## src/rtl/riscv_pkg.sv

```systemverilog
// Shared types and encodings for the RISC-V pipeline: control bundle,
// ALU operation codes, result-source codes and forwarding selects.
package riscv_pkg;

  typedef struct packed {
    logic       RegWrite;
    logic       MemWrite;
    logic       Jump;
    logic       Branch;
    logic       AluSrc;
    logic [1:0] ResultSrc;
    logic [2:0] ALUControl;
    logic [2:0] Funct3;
  } ctrl_t;

  localparam logic [2:0] ALU_ADD = 3'b000;
  localparam logic [2:0] ALU_SUB = 3'b001;
  localparam logic [2:0] ALU_AND = 3'b010;
  localparam logic [2:0] ALU_OR  = 3'b011;
  localparam logic [2:0] ALU_SLT = 3'b101;

  localparam logic [1:0] RES_ALU = 2'b00;
  localparam logic [1:0] RES_MEM = 2'b01;
  localparam logic [1:0] RES_PC4 = 2'b10;

  localparam logic [1:0] FWD_RF  = 2'b00;
  localparam logic [1:0] FWD_WB  = 2'b01;
  localparam logic [1:0] FWD_MEM = 2'b10;

  localparam logic [2:0] F3_BEQ  = 3'b000;
  localparam logic [2:0] F3_BNE  = 3'b001;
  localparam logic [2:0] F3_BLT  = 3'b100;
  localparam logic [2:0] F3_BGE  = 3'b101;
  localparam logic [2:0] F3_BLTU = 3'b110;
  localparam logic [2:0] F3_BGEU = 3'b111;

endpackage

```

## src/rtl/execute_stage_alu.sv

```systemverilog
// Execute-stage ALU: add/sub/and/or/signed slt, every other code yields zero.
module alu
  import riscv_pkg::*;
#(
  parameter int XLEN = 32
) (
  input  logic [XLEN-1:0] SrcA,
  input  logic [XLEN-1:0] SrcB,
  input  logic [2:0]      ALUControl,
  output logic [XLEN-1:0] ALUResult,
  output logic            Zero
);

  always_comb begin
    ALUResult = '0;
    case (ALUControl)
      ALU_ADD: ALUResult = SrcA + SrcB;
      ALU_SUB: ALUResult = SrcA - SrcB;
      ALU_AND: ALUResult = SrcA & SrcB;
      ALU_OR:  ALUResult = SrcA | SrcB;
      ALU_SLT: ALUResult = {{(XLEN-1){1'b0}}, $signed(SrcA) < $signed(SrcB)};
      default: ALUResult = '0;
    endcase
  end

  assign Zero = (ALUResult == '0);

endmodule

```

## src/rtl/execute_stage.sv

```systemverilog
// ID/EX register, forwarding muxes, ALU, branch resolution and EX/MEM register.
// Define BRANCH_EXT_EN for full Funct3 branch decode; otherwise only beq.
module execute_stage
  import riscv_pkg::*;
#(
  parameter int XLEN = 32
) (
  input  logic            clk,
  input  logic            rst,
  input  logic            FlushE,
  input  ctrl_t           CtrlD,
  input  logic [XLEN-1:0] RD1D,
  input  logic [XLEN-1:0] RD2D,
  input  logic [XLEN-1:0] PCD,
  input  logic [XLEN-1:0] PCPlus4D,
  input  logic [XLEN-1:0] ExtImmD,
  input  logic [4:0]      Rs1D,
  input  logic [4:0]      Rs2D,
  input  logic [4:0]      RdD,
  input  logic [1:0]      ForwardAE,
  input  logic [1:0]      ForwardBE,
  input  logic [XLEN-1:0] ResultW,
  output logic            PCSrcE,
  output logic [XLEN-1:0] PCTargetE,
  output logic [4:0]      Rs1E,
  output logic [4:0]      Rs2E,
  output logic [4:0]      RdE,
  output logic [1:0]      ResultSrcE,
  output logic [XLEN-1:0] ALUResultM,
  output logic [XLEN-1:0] WriteDataM,
  output logic [XLEN-1:0] PCPlus4M,
  output logic [4:0]      RdM,
  output logic            RegWriteM,
  output logic            MemWriteM,
  output logic [1:0]      ResultSrcM
);

  ctrl_t           ctrl_q, ctrl_d;
  logic [XLEN-1:0] rd1_q, rd1_d, rd2_q, rd2_d, pc_q, pc_d, pc4_q, pc4_d, imm_q, imm_d;
  logic [4:0]      rs1_q, rs1_d, rs2_q, rs2_d, rd_q, rd_d;

  // A flush turns the incoming instruction into an all-zero bubble.
  always_comb begin
    ctrl_d = CtrlD;
    rd1_d  = RD1D;
    rd2_d  = RD2D;
    pc_d   = PCD;
    pc4_d  = PCPlus4D;
    imm_d  = ExtImmD;
    rs1_d  = Rs1D;
    rs2_d  = Rs2D;
    rd_d   = RdD;
    if (FlushE) begin
      ctrl_d = '0;
      rd1_d  = '0;
      rd2_d  = '0;
      pc_d   = '0;
      pc4_d  = '0;
      imm_d  = '0;
      rs1_d  = '0;
      rs2_d  = '0;
      rd_d   = '0;
    end
  end

  always_ff @(posedge clk) begin
    if (rst) begin
      ctrl_q <= '0;
      rd1_q  <= '0;
      rd2_q  <= '0;
      pc_q   <= '0;
      pc4_q  <= '0;
      imm_q  <= '0;
      rs1_q  <= '0;
      rs2_q  <= '0;
      rd_q   <= '0;
    end else begin
      ctrl_q <= ctrl_d;
      rd1_q  <= rd1_d;
      rd2_q  <= rd2_d;
      pc_q   <= pc_d;
      pc4_q  <= pc4_d;
      imm_q  <= imm_d;
      rs1_q  <= rs1_d;
      rs2_q  <= rs2_d;
      rd_q   <= rd_d;
    end
  end

  logic [XLEN-1:0] src_a, src_b, wdata_e, alu_res;
  logic            alu_zero_unused, taken;

  always_comb begin
    case (ForwardAE)
      FWD_WB:  src_a = ResultW;
      FWD_MEM: src_a = ALUResultM;
      default: src_a = rd1_q;
    endcase
    case (ForwardBE)
      FWD_WB:  wdata_e = ResultW;
      FWD_MEM: wdata_e = ALUResultM;
      default: wdata_e = rd2_q;
    endcase
  end

  assign src_b = ctrl_q.AluSrc ? imm_q : wdata_e;

  alu #(.XLEN(XLEN)) u_alu (
    .SrcA       (src_a),
    .SrcB       (src_b),
    .ALUControl (ctrl_q.ALUControl),
    .ALUResult  (alu_res),
    .Zero       (alu_zero_unused)
  );

  // Branch condition compares the forwarded operands directly, independent of the ALU op.
`ifdef BRANCH_EXT_EN
  always_comb begin
    taken = 1'b0;
    case (ctrl_q.Funct3)
      F3_BEQ:  taken = (src_a == src_b);
      F3_BNE:  taken = (src_a != src_b);
      F3_BLT:  taken = ($signed(src_a) <  $signed(src_b));
      F3_BGE:  taken = ($signed(src_a) >= $signed(src_b));
      F3_BLTU: taken = (src_a <  src_b);
      F3_BGEU: taken = (src_a >= src_b);
      default: taken = 1'b0;
    endcase
  end
`else
  logic [2:0] funct3_unused;
  assign funct3_unused = ctrl_q.Funct3;
  assign taken = (src_a == src_b);
`endif

  assign PCSrcE     = ctrl_q.Jump | (ctrl_q.Branch & taken);
  assign PCTargetE  = pc_q + imm_q;
  assign Rs1E       = rs1_q;
  assign Rs2E       = rs2_q;
  assign RdE        = rd_q;
  assign ResultSrcE = ctrl_q.ResultSrc;

  always_ff @(posedge clk) begin
    if (rst) begin
      ALUResultM <= '0;
      WriteDataM <= '0;
      PCPlus4M   <= '0;
      RdM        <= '0;
      RegWriteM  <= 1'b0;
      MemWriteM  <= 1'b0;
      ResultSrcM <= '0;
    end else begin
      ALUResultM <= alu_res;
      WriteDataM <= wdata_e;
      PCPlus4M   <= pc4_q;
      RdM        <= rd_q;
      RegWriteM  <= ctrl_q.RegWrite;
      MemWriteM  <= ctrl_q.MemWrite;
      ResultSrcM <= ctrl_q.ResultSrc;
    end
  end

endmodule

```

## config.mk

```make
export PLATFORM = sky130hd
export DESIGN_NAME = execute_stage
export DESIGN_NICKNAME = d
export VERILOG_FILES = /design/src/rtl/riscv_pkg.sv /design/src/rtl/execute_stage_alu.sv /design/src/rtl/execute_stage.sv
export SDC_FILE = /design/constraint.sdc
export NUM_CORES = 1
export LEC_CHECK = 0
export ABC_AREA = 0
export CORE_UTILIZATION = 50
export DETAILED_ROUTE_END_ITERATION = 8
export GPL_TIMING_DRIVEN = 1
export PLACE_DENSITY = 0.88
export SLEW_MARGIN = 20
export SYNTH_ARGS = -nofsm -noshare
export SYNTH_HDL_FRONTEND = slang
export SYNTH_SLANG_ARGS = --single-unit
```

## constraint.sdc

```tcl
create_clock -name clk -period 5.8 [get_ports clk]
set_input_delay 0.87 -clock clk [delete_from_list [all_inputs] [get_ports clk]]
set_output_delay 0.87 -clock clk [all_outputs]
set_load 0.01 [all_outputs]
```

==> results.sh <==
export IMPL_fin_crit_sh_pct=96.1
export IMPL_grtUsageTotal_pct=35.1
export IMPL_outcome="finished with violations"
export IMPL_io_pins=382
export IMPL_setup_violations=0
export IMPL_cts_buffer_depth=3
export IMPL_synth_edf_count=0
export IMPL_grt_max_degree=94
export IMPL_seq_area_frac_synth_pct=37.4
export IMPL_rows=64
export IMPL_clk_pin_slew_ns=0.06
export IMPL_wl_per_cell_um=21.6
export IMPL_internal_power_uw=3820
export IMPL_dieArea_um2=31800
export IMPL_layout_min_cycle_time_ns=5.57
export IMPL_switching_share_pct=30.5
export IMPL_first_global_vias=15100
export IMPL_wl_um=57900
export IMPL_max_freq_mhz=180
export IMPL_cts_root_buffer="clkbuf_16"
export IMPL_ys_warn_count=0
export IMPL_syn_area_um2=15500
export IMPL_cp_start_kind="input port"
export IMPL_area_delta_synth_final_pct=35.7
export IMPL_combPwrFrac_pct=26.0
export IMPL_yosys_register_bits=290
export IMPL_setup_tns_ns=0
export IMPL_hp_start="pc4_q[31]"
export IMPL_hp_class="register to register"
export IMPL_syn_inst=1866
export IMPL_reg2reg_slack_ns=1.63
export IMPL_synth_nets=2240
export IMPL_ys_flop_type="dfxtp_1"
export IMPL_ant_nets=0
export IMPL_firstDrtPassIters=8
export IMPL_clock_skew_ns=0.0150
export IMPL_post_cts_buffers=0
export IMPL_clock_latency_ns=0.57
export IMPL_crit_required_ns=4.93
export IMPL_core_area_um2=30600
export IMPL_pwr_share_clk_pct=34.7
export IMPL_violations="DRC"
export IMPL_crit_path_cell_trace="clkdlybuf4s50_1, inv_1, ha_2, buf_12, buf_4, nor2_1, a21oi_1, o21ai_0, ha_1, nor2_1, nand3_1, nor3b_1, a41o_1, clkdlybuf4s50_1"
export IMPL_end_kind="primary output"
export IMPL_drv_cap=0
export IMPL_cts_tree="yes"
export IMPL_cts_max_level=1
export IMPL_ir_worst_vdd_mv=0.311
export IMPL_overflow=0
export IMPL_finalHoldViolCount=0
export IMPL_worstReg2RegEnd="ALUResultM[31]"
export IMPL_crit_reg2reg_launch="ALUResultM[4]"
export IMPL_p_leak_uw=0.00863
export IMPL_path_class="input port to primary output"
export IMPL_dp_final_hpwl_um=44000
export IMPL_worstPathMaxFanout=24
export IMPL_die_w_um=178
export IMPL_cts_buffers=30
export IMPL_place_congestion=0.992
export IMPL_vias=15500
export IMPL_hold_depth=1
export IMPL_ys_types=76
export IMPL_die_h_um=178
export IMPL_min_to="PCPlus4M[31]"
export IMPL_rr_worst_depth=14
export IMPL_slew_headroom_pct=27.8
export IMPL_initial_core_util_pct=50.8
export IMPL_vias_per_cell=5.78
export IMPL_final_nets=2631
export IMPL_ys_async_sr_fraction_pct=0
export IMPL_rsz0062_at_grt="no"
export IMPL_sequentialPowerShare_pct=39.3
export IMPL_slowest_stage="ha_2"
export IMPL_io_buffers=378
export IMPL_powerDensity_nw_per_um2=261
export IMPL_drc=1
export IMPL_slew_viol_final=0
export IMPL_drt_first_iter_violations=1751
export IMPL_cpPeakStageDelay_ns=0.55
export IMPL_arrival_ns=4.70
export IMPL_p_sw_uw=1670
export IMPL_antenna_found_initial=1
export IMPL_cts_sinks=290
export IMPL_hold_slack_ns=0.437
export IMPL_syn_area_per_cell_um2=8.32
export IMPL_final_layout_size_suffix_gt1_share_pct=7.24
export IMPL_tightestPinTransition_ns=1.08
export IMPL_grt_pass1_wl_um=85600
[state kept, by name, summed over array words and instances, names as in the netlist]
| name | count |
|---|---|
| ALUResultM | 32 |
| MemWriteM | 1 |
| PCPlus4M | 32 |
| RdE | 5 |
| RdM | 5 |
| RegWriteM | 1 |
| ResultSrcE | 2 |
| ResultSrcM | 2 |
| Rs1E | 5 |
| Rs2E | 5 |
| WriteDataM | 32 |
| ctrl_q | 8 |
| imm_q | 32 |
| pc4_q | 32 |
| pc_q | 32 |
| rd1_q | 32 |
| rd2_q | 32 |
[worst max-delay path, delay by kind of cell]
family	cells	cell delay, ns
AOI/OAI and AO/OA	3	0.56
adders and majority gates	2	0.92
and+or+nand+nor	4	0.86
buffers and inverters	5	1.48
[cell families (layout without fill, tap and decap cells)]
family | count (synthesis) | count (layout) | synth area share (%)
and+or+nand+nor | 644 | 644 | 21.2
AOI/OAI and AO/OA | 505 | 505 | 20.4
DFF | 290 | 290 | 37.4
buffers and inverters | 216 | 630 | 5.34
adders and majority gates | 147 | 147 | 12.0
xor gates and xnor gates | 56 | 56 | 3.16
muxes | 8 | 8 | 0.604
other | 0 | 1 | 0
[metal layers]
metal,part of all wire (%),vias up,track usage [%]
li1,-,7155,-
met1,40,7352,44.3
met2,47,838,58.3
met3,10,141,8.82
met4,3.6,0,11.6
met5,0,-,0
[synthesized netlist by cell type, types with 7 or more instances]
cell | instances | share of area [%]
dfxtp_1 | 290 | 37
and2_1 | 191 | 7.7
nor2_1 | 172 | 4.2
a21oi_1 | 165 | 5.3
ha_1 | 144 | 12
o21ai_0 | 114 | 3.7
nand2_1 | 112 | 2.7
inv_1 | 109 | 2.6
clkbuf_1 | 89 | 2.2
a22oi_1 | 65 | 3.1
nor2b_1 | 55 | 2.2
xnor2_1 | 46 | 2.6
nor3_1 | 26 | 0.84
nand3_1 | 21 | 0.68
a21o_1 | 20 | 0.97
nand2b_1 | 17 | 0.68
o31ai_1 | 14 | 0.68
o211ai_1 | 13 | 0.63
o21a_1 | 13 | 0.63
a221oi_1 | 12 | 0.68
a31oi_1 | 11 | 0.44
nand4_1 | 11 | 0.44
o21bai_1 | 10 | 0.48
xor2_1 | 10 | 0.56
a211oi_1 | 9 | 0.43
buf_2 | 8 | 0.26
o22ai_1 | 8 | 0.32
nor4_1 | 7 | 0.28
[cells in the final DEF, fill, tap and decap left out, drive strengths merged, types with 46 or more instances in the layout]
master / count
ha: 144
nand2: 112
nor2b: 55
a21oi: 166
dfxtp: 290
inv: 111
clkdlybuf4s50: 377
buf: 88
and2: 191
nor2: 172
xnor2: 46
o21ai: 115
a22oi: 65
[worst max-delay path by stage]
stage	end	cells after the start	from
2_1_floorplan	ALUResultM[0]	18	ForwardBE[0]
3_3_place_gp	PCSrcE	13	ForwardBE[0]
3_5_place_dp	PCSrcE	14	ForwardBE[1]
4_1_cts	PCSrcE	13	ForwardBE[0]
5_1_grt	PCSrcE	14	ForwardBE[0]
6_report	PCSrcE	14	ForwardBE[0]
[cell type report]
class                      instances  area (um^2)
inverter                         110          413
antenna                            1         2.50
clock inverter                    17          163
sequential                       290         5810
clock buffer                      38          801
multi-input combinational       1360         8920
tap                              396          495
timing repair buffer             465         4480
fill                            2315         9510
[what timing repair did]
item,in CTS,in global routing
setup endpoints to repair,0,1
endpoints found under the hold margin,0,0
gates resized for setup,0,1
hold buffers,0,0
[per-stage QoR]
stage               instance area [um^2]  util [%]  total power, uW  std cells  worst slack, ns
floorplan                          15500         -             2910       1866             1.41
global placement                   20100      65.8             3550       2621            0.293
detailed placement                 20100      65.8             3570       2621            0.296
CTS                                21100      68.9             5470       2676            0.249
global route                       21100      68.9             5680       2677           0.0456
finish                             21100      68.9             5490       2677            0.229
[power groups by stage]
stage | logic (uW) | clock network (uW) | registers, uW
6_report | 1430 | 1910 | 2160
5_1_grt | 1520 | 2000 | 2160
4_1_cts | 1400 | 1920 | 2150
3_5_place_dp | 1380 | 0 | 2190
3_3_place_gp | 1360 | 0 | 2190
2_1_floorplan | 724 | 0 | 2190
Power figures use the tool's default switching activity.
